===== config.mk =====
export PLATFORM = sky130hd
export DESIGN_NAME = rf_multiport_flat
export DESIGN_NICKNAME = d
export VERILOG_FILES = /design/src/rtl/rf_pkg.sv /design/src/rtl/rf_if.sv /design/src/rtl/rf_scoreboard.sv /design/src/rtl/rf_multiport.sv /design/src/flat_wrapper.sv
export SDC_FILE = /design/constraint.sdc
export NUM_CORES = 2
export LEC_CHECK = 0
export CAP_MARGIN = 20
export CORE_MARGIN = 1.5
export CORE_UTILIZATION = 30
export DETAILED_ROUTE_END_ITERATION = 10
export DONT_BUFFER_PORTS = 1
export REMOVE_ABC_BUFFERS = 1
export SLEW_MARGIN = 20
export SYNTH_ARGS = -nofsm -noshare
export SYNTH_HDL_FRONTEND = slang
export SYNTH_SLANG_ARGS = --single-unit

===== constraint.sdc =====
create_clock -name clk -period 51.6 [get_ports clk]
set_input_delay 10.32 -clock clk [delete_from_list [all_inputs] [get_ports clk]]
set_output_delay 10.32 -clock clk [all_outputs]
set_load 0.005 [all_outputs]

===== src/rtl/rf_pkg.sv =====
// Shared defaults and constants for the multi-port register file.
package rf_pkg;

  localparam int unsigned DEF_DATA_W = 32;
  localparam int unsigned DEF_ADDR_W = 5;
  localparam int unsigned DEF_NUM_RD = 2;
  localparam int unsigned DEF_NUM_WR = 2;
  localparam int unsigned DEPTH      = 1 << DEF_ADDR_W;

  // Index of the hardwired zero register when ZERO_REG is enabled.
  localparam int unsigned ZERO_ADDR  = 0;

endpackage


===== src/rtl/rf_if.sv =====
// Register-file bus: write ports, read ports and busy-set request.
interface rf_if
  import rf_pkg::*;
#(
  parameter int unsigned DATA_W = DEF_DATA_W,
  parameter int unsigned ADDR_W = DEF_ADDR_W,
  parameter int unsigned NUM_RD = DEF_NUM_RD,
  parameter int unsigned NUM_WR = DEF_NUM_WR
);

  logic [NUM_WR-1:0]        RFWr;
  logic [NUM_WR*ADDR_W-1:0] WrAddr;
  logic [NUM_WR*DATA_W-1:0] WrData;
  logic [NUM_RD-1:0]        RdEn;
  logic [NUM_RD*ADDR_W-1:0] RdAddr;
  logic [NUM_RD*DATA_W-1:0] RdData;
  logic [NUM_RD-1:0]        RdBusy;
  logic                     SetBusy;
  logic [ADDR_W-1:0]        SetAddr;

  modport master (
    output RFWr, WrAddr, WrData, RdEn, RdAddr, SetBusy, SetAddr,
    input  RdData, RdBusy
  );

  modport slave (
    input  RFWr, WrAddr, WrData, RdEn, RdAddr, SetBusy, SetAddr,
    output RdData, RdBusy
  );

endinterface


===== src/rtl/rf_scoreboard.sv =====
// Per-register pending-write flags with registered per-read-port lookup.
module rf_scoreboard
  import rf_pkg::*;
#(
  parameter int unsigned ADDR_W   = DEF_ADDR_W,
  parameter int unsigned NUM_WR   = DEF_NUM_WR,
  parameter int unsigned NUM_RD   = DEF_NUM_RD,
  parameter int unsigned ZERO_REG = 1,
  parameter int unsigned BYPASS   = 1
) (
  input  logic                     clk,
  input  logic                     rst,
  input  logic                     set_busy,
  input  logic [ADDR_W-1:0]        set_addr,
  input  logic [NUM_WR-1:0]        wr_en,
  input  logic [NUM_WR*ADDR_W-1:0] wr_addr,
  input  logic [NUM_RD-1:0]        rd_en,
  input  logic [NUM_RD*ADDR_W-1:0] rd_addr,
  output logic [NUM_RD-1:0]        rd_busy
);

  localparam int unsigned NREG = 1 << ADDR_W;

  logic [NREG-1:0] busy_q;
  logic [NREG-1:0] busy_d;

  // Clears first, then the set, so a new producer supersedes a retiring one.
  always_comb begin
    busy_d = busy_q;
    for (int unsigned k = 0; k < NUM_WR; k++) begin
      if (wr_en[k]) busy_d[wr_addr[k*ADDR_W +: ADDR_W]] = 1'b0;
    end
    if (set_busy) busy_d[set_addr] = 1'b1;
    if (ZERO_REG != 0) busy_d[ADDR_W'(ZERO_ADDR)] = 1'b0;
  end

  always_ff @(posedge clk or posedge rst) begin
    if (rst) begin
      busy_q  <= '0;
      rd_busy <= '0;
    end else begin
      busy_q <= busy_d;
      for (int unsigned i = 0; i < NUM_RD; i++) begin
        if (rd_en[i]) begin
          rd_busy[i] <= (BYPASS != 0) ? busy_d[rd_addr[i*ADDR_W +: ADDR_W]]
                                      : busy_q[rd_addr[i*ADDR_W +: ADDR_W]];
        end
      end
    end
  end

endmodule


===== src/rtl/rf_multiport.sv =====
// Multi-port register file: prioritised writes, optional write-to-read bypass,
// registered reads and an integrated busy scoreboard.
module rf_multiport
  import rf_pkg::*;
#(
  parameter int unsigned DATA_W   = DEF_DATA_W,
  parameter int unsigned ADDR_W   = DEF_ADDR_W,
  parameter int unsigned NUM_RD   = DEF_NUM_RD,
  parameter int unsigned NUM_WR   = DEF_NUM_WR,
  parameter int unsigned ZERO_REG = 1,
  parameter int unsigned BYPASS   = 1
) (
  input logic clk,
  input logic rst,
  rf_if.slave bus
);

  localparam int unsigned NREG = 1 << ADDR_W;

  logic [DATA_W-1:0]        mem_q [NREG];
  logic [NUM_WR-1:0]        wr_ok;
  logic [DATA_W-1:0]        rd_next [NUM_RD];
  logic [NUM_RD*DATA_W-1:0] rd_data_q;
  logic [NUM_RD-1:0]        rd_busy;

  // Writes that actually land; zero-register writes are dropped here so the
  // bypass path and the storage see the same set of writes.
  always_comb begin
    wr_ok = '0;
    for (int unsigned k = 0; k < NUM_WR; k++) begin
      wr_ok[k] = bus.RFWr[k] &&
                 !((ZERO_REG != 0) &&
                   (bus.WrAddr[k*ADDR_W +: ADDR_W] == ADDR_W'(ZERO_ADDR)));
    end
  end

  // Ascending port order: the last assignment (highest index) wins a conflict.
  always_ff @(posedge clk or posedge rst) begin
    if (rst) begin
      for (int unsigned r = 0; r < NREG; r++) mem_q[r] <= '0;
    end else begin
      for (int unsigned k = 0; k < NUM_WR; k++) begin
        if (wr_ok[k]) begin
          mem_q[bus.WrAddr[k*ADDR_W +: ADDR_W]] <= bus.WrData[k*DATA_W +: DATA_W];
        end
      end
    end
  end

  always_comb begin
    for (int unsigned i = 0; i < NUM_RD; i++) begin
      rd_next[i] = mem_q[bus.RdAddr[i*ADDR_W +: ADDR_W]];
      if (BYPASS != 0) begin
        for (int unsigned k = 0; k < NUM_WR; k++) begin
          if (wr_ok[k] && (bus.WrAddr[k*ADDR_W +: ADDR_W] == bus.RdAddr[i*ADDR_W +: ADDR_W])) begin
            rd_next[i] = bus.WrData[k*DATA_W +: DATA_W];
          end
        end
      end
    end
  end

  always_ff @(posedge clk or posedge rst) begin
    if (rst) begin
      rd_data_q <= '0;
    end else begin
      for (int unsigned i = 0; i < NUM_RD; i++) begin
        if (bus.RdEn[i]) rd_data_q[i*DATA_W +: DATA_W] <= rd_next[i];
      end
    end
  end

  rf_scoreboard #(
    .ADDR_W   (ADDR_W),
    .NUM_WR   (NUM_WR),
    .NUM_RD   (NUM_RD),
    .ZERO_REG (ZERO_REG),
    .BYPASS   (BYPASS)
  ) u_scoreboard (
    .clk      (clk),
    .rst      (rst),
    .set_busy (bus.SetBusy),
    .set_addr (bus.SetAddr),
    .wr_en    (bus.RFWr),
    .wr_addr  (bus.WrAddr),
    .rd_en    (bus.RdEn),
    .rd_addr  (bus.RdAddr),
    .rd_busy  (rd_busy)
  );

  assign bus.RdData = rd_data_q;
  assign bus.RdBusy = rd_busy;

`ifdef RF_DEBUG
  always_ff @(posedge clk) begin
    for (int unsigned r = 0; r < NREG; r++) $display("rf r%0d = %h", r, mem_q[r]);
  end
`endif

endmodule


===== src/flat_wrapper.sv =====
// flat-port wrapper written by rule: the top's interface ports become plain ports
module rf_multiport_flat import rf_pkg::*;
#(
  parameter int unsigned DATA_W   = DEF_DATA_W,
  parameter int unsigned ADDR_W   = DEF_ADDR_W,
  parameter int unsigned NUM_RD   = DEF_NUM_RD,
  parameter int unsigned NUM_WR   = DEF_NUM_WR,
  parameter int unsigned ZERO_REG = 1,
  parameter int unsigned BYPASS   = 1
)
  (clk, rst, bus_RFWr, bus_WrAddr, bus_WrData, bus_RdEn, bus_RdAddr, bus_SetBusy, bus_SetAddr, bus_RdData, bus_RdBusy);
  rf_if #(.DATA_W(DATA_W), .ADDR_W(ADDR_W), .NUM_RD(NUM_RD), .NUM_WR(NUM_WR)) bus_i ();
  input logic clk;
  input logic rst;
  input wire logic [$bits(bus_i.RFWr)-1:0] bus_RFWr;
  input wire logic [$bits(bus_i.WrAddr)-1:0] bus_WrAddr;
  input wire logic [$bits(bus_i.WrData)-1:0] bus_WrData;
  input wire logic [$bits(bus_i.RdEn)-1:0] bus_RdEn;
  input wire logic [$bits(bus_i.RdAddr)-1:0] bus_RdAddr;
  input wire logic [$bits(bus_i.SetBusy)-1:0] bus_SetBusy;
  input wire logic [$bits(bus_i.SetAddr)-1:0] bus_SetAddr;
  output wire logic [$bits(bus_i.RdData)-1:0] bus_RdData;
  output wire logic [$bits(bus_i.RdBusy)-1:0] bus_RdBusy;
  assign bus_i.RFWr = bus_RFWr;
  assign bus_i.WrAddr = bus_WrAddr;
  assign bus_i.WrData = bus_WrData;
  assign bus_i.RdEn = bus_RdEn;
  assign bus_i.RdAddr = bus_RdAddr;
  assign bus_i.SetBusy = bus_SetBusy;
  assign bus_i.SetAddr = bus_SetAddr;
  assign bus_RdData = bus_i.RdData;
  assign bus_RdBusy = bus_i.RdBusy;
  rf_multiport #(.DATA_W(DATA_W), .ADDR_W(ADDR_W), .NUM_RD(NUM_RD), .NUM_WR(NUM_WR), .ZERO_REG(ZERO_REG), .BYPASS(BYPASS)) u_core (.clk(clk), .rst(rst), .bus(bus_i));
endmodule

# Word-level counts from Yosys, hierarchy flattened
# Cells that the tools add are included.
# op_classes
addsub	0
multipliers	0
div	0
order_cmp	14
n_eq_ne	4
shifts	0
muxes	31
bitwise_logic	9
reduce_logical	15
# ops
operator	n
$bwmux W1024	2
$mux W1024	2
$mux W32	13
$bmux W32 S5	2
$demux W32 S5	2
$and A32 B32 Y32	2
$not A32 Y32	2
$or A32 B32 Y32	1
$lt A5 B6 Y1 const B	5
$ge A6 B6 Y1 const B	4
$not A5 Y6	4
$eq A5 B5 Y1	4
$demux W1 S5	3
$ge A5 B1 Y1 const B	3
$lt A6 B1 Y1 const B	2
$logic_and A1 B1 Y1	11
$bmux W1 S5	2
$logic_not A5 Y1	2
$mux W1	5
$logic_not A1 Y1	2
# word_totals
regBits	1121
latch_bits	0
ramBits	0
mem_bits_ro	0
out_inout_bits	66
n_memories	0

# Depth between registers and ports, before layout
# logic_depth
word_depth	13
mapped_depth	10

# Modules after synthesis
# Synthesis repeated with hierarchy kept, for this count alone.
# unflattened
hier_cells	6624
hier_area_um2	68253.0
# modules_own_cells
module	n_inst	cells_each	area_per_inst_um2	seq_area_each_um2
rf_multiport	1	6339	65744.3	27226.1
rf_scoreboard	1	285	2508.7	825.8

# Worst setup path before layout
# No wires, ideal clock.
# synth_timing
path_type	input to register
from	input bus_RdAddr[6]
to	register u_core.rd_data_q[49], in the netlist u_core.bus.RdData[49]
arrival_time_ns	12.093
path_slack_ns	39.355
path_stages	7
path_cell_list	buf_2 clkbuf_1 clkbuf_1 mux4_2 mux4_2 mux2i_1 a221oi_2
# synth_between
elab_chain_len	6
word_cells_on_any_way	10
classes_between	eq/ne (2); mux (5); bitwise (1); reduce/logical (2)
# synth_lines
element	line_no	source
from (decl)	flat_wrapper.sv:19	input wire logic [$bits(bus_i.RdAddr)-1:0] bus_RdAddr;
$not A5 Y6 (implied by the code)	rf_multiport.sv:52	rd_next[i] = mem_q[bus.RdAddr[i*ADDR_W +: ADDR_W]];
$bmux W32 S5	rf_multiport.sv:52	
$mux W32 (implied by the code) (2 in a row)	rf_multiport.sv:52	
$mux W32	rf_multiport.sv:55	if (wr_ok[k] && (bus.WrAddr[k*ADDR_W +: ADDR_W] == bus.RdAddr[i*ADDR_W +: ADDR_W])) begin
$mux W32 *	rf_multiport.sv:55	
to (signal, indexed assignment)	rf_multiport.sv:68	if (bus.RdEn[i]) rd_data_q[i*DATA_W +: DATA_W] <= rd_next[i];
to (decl)	rf_multiport.sv:23	logic [NUM_RD*DATA_W-1:0] rd_data_q;
# Mark *: on every way between the ends. The rest lies on a longest branch, timed or not. The select of a mux whose other input is x is not followed.
# A chain may end at the register's enable or synchronous reset.

# Worst setup path after layout
# layout_timing
from	input bus_RdAddr[5]
to	register u_core.rd_data_q[62], in the netlist u_core.bus.RdData[62]
# Same word-level chain as after synthesis.

==> impl_metrics.toml <==
[floorplanning]
core_mm2 = 0.228
die_x_um = 482
io-pin-count = 162
die_area_mm2 = 0.233
floorplan.initialDensity_pct = 30.3
die_h_um = 482
rows = 175

[critical_path]
critPathKind = "in -> reg"
crit_fanout = 95
rr_worst_depth = 4
start_kind = "input pin"
worst_path_most_repeated_cell = "buf_16"
r2r-end = "u_core.bus.RdData[47]"
crit_path_end_kind = "flop"
reg2reg_setup_slack_ps = 49540
path_cells = "buf_16, buf_16, buf_16, xor2_1, nor3_2, nand4_4, buf_4, nand2_1, nor2_4, buf_4, a221oi_1"
crit_required_ps = 52200
rr_startpoint = "u_core.mem_q[399]"
cp.arrival_ps = 14730
critPathMaxStageDelay_ps = 780
crit_slowest_cell = "buf_4"

[power_and_ir_drop]
pwr-share-clk_pct = 32.4
switching_share_pct = 28.8
power.switching_w = 0.000839
p_int_w = 0.00207
ir_drop_mv = 0.0357
combPwrFrac_pct = 22.7
p_leak_nw = 34.7
pwr_density_cell_mw_per_mm2 = 39.1
power_frac_seq_pct = 44.9

[clock_network]
insertion_delay_ps = 780
ctsHoldBuffers = 0
cts_tree = "built"
cts.path.max_buffers = 3
htreeDepth = 4
cts_root_buf = "clkbuf_16"
cts_resized = 0
clkSinkCount = 1121
cts_setup_buffers = 0
cts_buffers = 132
clk_pin_slew_ps = 60

[final_layout]
stdcell_count = 8647
drive_above_1_share_pct = 18.0
seq_area_mm2 = 0.0281
synthToLayoutAreaGrowth_pct = 8.22
final_cell_mix = "1121 x dfrtp_1, 1064 x mux2i_1, 832 x nor2_1, 827 x a21oi_1, 640 x mux4_2"
fin_nets = 5642
final_common_cell = "dfrtp_1"
utilization_pct = 32.7
nFillCells = 22569
multi_input_area_mm2 = 0.0378

[hold_path]
hold_depth = 0
holdCritPathClass = "reg -> reg"
holdCritStartpoint = "u_core.mem_q[1010]"
holdPathEnd = "u_core.mem_q[1010]"

[sta]
finClkSkew_ps = 22.2
setup_viol = 0
rsz0062_at_grt = "false"
period_minus_slack_ps = 14130
setup_tns_ps = 0
period_share_pct = 27.4
worstMarginPinSlew_ps = 1170
hold_violations = 0
slew_headroom_pct = 22.3
slew_viol_final = 0
fmax_ghz = 0.0708

[synth]
synth_fa_ha_area_share_pct = 0
yosys_register_bits = 1121
yosys.cell_types.count = 71
syn_area_mm2 = 0.0689
synth-main-ff-cell = "dfrtp_1"
synth_warnings = 0
synthCells = 6153
ys_seq_area_share_pct = 40.7
synth_compound_area_share_pct = 10.1
synthMuxAreaShare_pct = 36.5
post_synth_and_or_nand_nor_area_fraction_pct = 7.49
synth-edff-count = 0
synth_top_family_by_area = "multiplexers"
synthXorXnorAreaFrac_pct = 0.254
syn_area_per_cell_um2 = 11.2
async_flop_share_pct = 100

[routing]
antenna_left = 0
first_pass_iters = 8
drc = 0
num_vias = 50926
drtIter0Drc = 6457
routedWlPerCell_um = 28.4
routed_wirelength_um = 246000
viasPerCell = 5.89

[placed_design]
dpl.hpwl_um = 130000
port_buffers = 0
gp_congestion = 0.835
placed_cells = 8417

[flow_run]
cap_violations = 0

[global_route]
track_usage_pct = 20.8
grt_overflow = 0
grt_antenna_before_repair = 4
grt_pass1_wl_um = 356000
grt_max_degree = 276
first_global_vias = 50110

[outcome]
status = "complete, no violations"
power by group through the flow:
stage                     Clock [W]  Sequential [W]  Combinational, W
after detailed placement          0         0.00132          0.000650
after CTS                  0.000952         0.00130          0.000651
final                      0.000944         0.00131          0.000661
after global placement            0         0.00130          0.000629
after floorplan                   0         0.00124          0.000540
after global routing       0.000985         0.00134          0.000716
logic make-up (layout without fill, tap and decap cells):
family	Yosys count	after routing
AOI/OAI and AO/OA	1246	1246
xor gates and xnor gates	20	20
buffers and inverters	817	301
DFF	1121	1121
muxes	1709	1709
other	0	1
and+or+nand+nor	1240	1240
critical path: cells and delay by family:
family / cells / cell delay [ps]
buf+inv: 5 / 3130
simple gates: 4 / 480
xor+xnor: 1 / 220
compound gates: 1 / 190
sequential cells by signal, summed over array words and instances (netlist names):
signal / count
u_core.bus.RdData: 64
u_core.u_scoreboard.rd_busy: 2
u_core.u_scoreboard.busy_q: 31
u_core.mem_q: 1024
per-stage QoR:
stage	setup WS (ps)	power [W]	cell area [µm²]	hold slack [ps]
after floorplan	9710	0.00178	65500	365
after global placement	37070	0.00193	70100	376
after detailed placement	37000	0.00197	70100	383
after CTS	37840	0.00291	74400	396
after global routing	37280	0.00304	74500	405
final	37470	0.00291	74500	395
area by class of cell:
type	count	share of cell area (%)
sequential	1121	37.6
tap	3009	5.05
multi-input combinational	4215	50.7
inverter	18	0.109
clock inverter	27	0.349
antenna	1	0.00336
timing repair buffer	58	0.740
clock buffer	198	5.38
worst max path at each step:
stage,start,endpoint
floorplan,rst,u_core.bus.RdData[0]
global placement,rst,u_core.mem_q[662]
detailed placement,rst,u_core.mem_q[662]
CTS,rst,u_core.mem_q[982]
global route,bus_RdAddr[5],u_core.bus.RdData[63]
finish,bus_RdAddr[5],u_core.bus.RdData[62]
metal layers:
layer  global-route usage, %  part of all wire, %
met3                    5.94                   11
met4                    8.58                  4.3
met5                       0               0.0053
met1                    27.1                   39
met2                    32.4                   45
cell usage after synthesis (3+ instances only):
cell type | n | area (µm²)
nand3_1 | 56 | 280
o31ai_1 | 3 | 22.5
o221ai_1 | 3 | 26.3
nor4_1 | 4 | 25.0
a31o_1 | 5 | 43.8
or3b_1 | 4 | 35.0
xor2_1 | 14 | 123
buf_6 | 10 | 113
nor2_1 | 839 | 3150
mux2_2 | 4 | 45.0
clkbuf_1 | 508 | 1910
mux4_2 | 640 | 14400
inv_1 | 17 | 63.8
o2111ai_1 | 3 | 26.3
a311oi_1 | 7 | 61.3
o22ai_1 | 69 | 432
xnor2_1 | 6 | 52.6
and4b_1 | 5 | 50.1
o211ai_1 | 7 | 52.6
nor2b_1 | 38 | 238
a31o_2 | 6 | 52.6
buf_2 | 182 | 911
clkbuf_2 | 26 | 130
buf_4 | 12 | 90.1
a21oi_1 | 827 | 4140
nor3_1 | 3 | 15.0
nand4_1 | 4 | 25.0
a31oi_1 | 18 | 113
nand2b_1 | 7 | 43.8
nor3b_1 | 4 | 30.0
buf_1 | 61 | 229
a221oi_2 | 29 | 435
nand3b_1 | 9 | 67.6
o21ai_0 | 221 | 1110
and4_1 | 3 | 26.3
and2_1 | 5 | 31.3
a221oi_1 | 35 | 307
nand2_1 | 225 | 845
dfrtp_1 | 1121 | 28100
mux2i_1 | 1064 | 10700
nand2_2 | 5 | 31.3
or2_2 | 6 | 37.5
No activity file was read; power rests on OpenSTA's default activity.
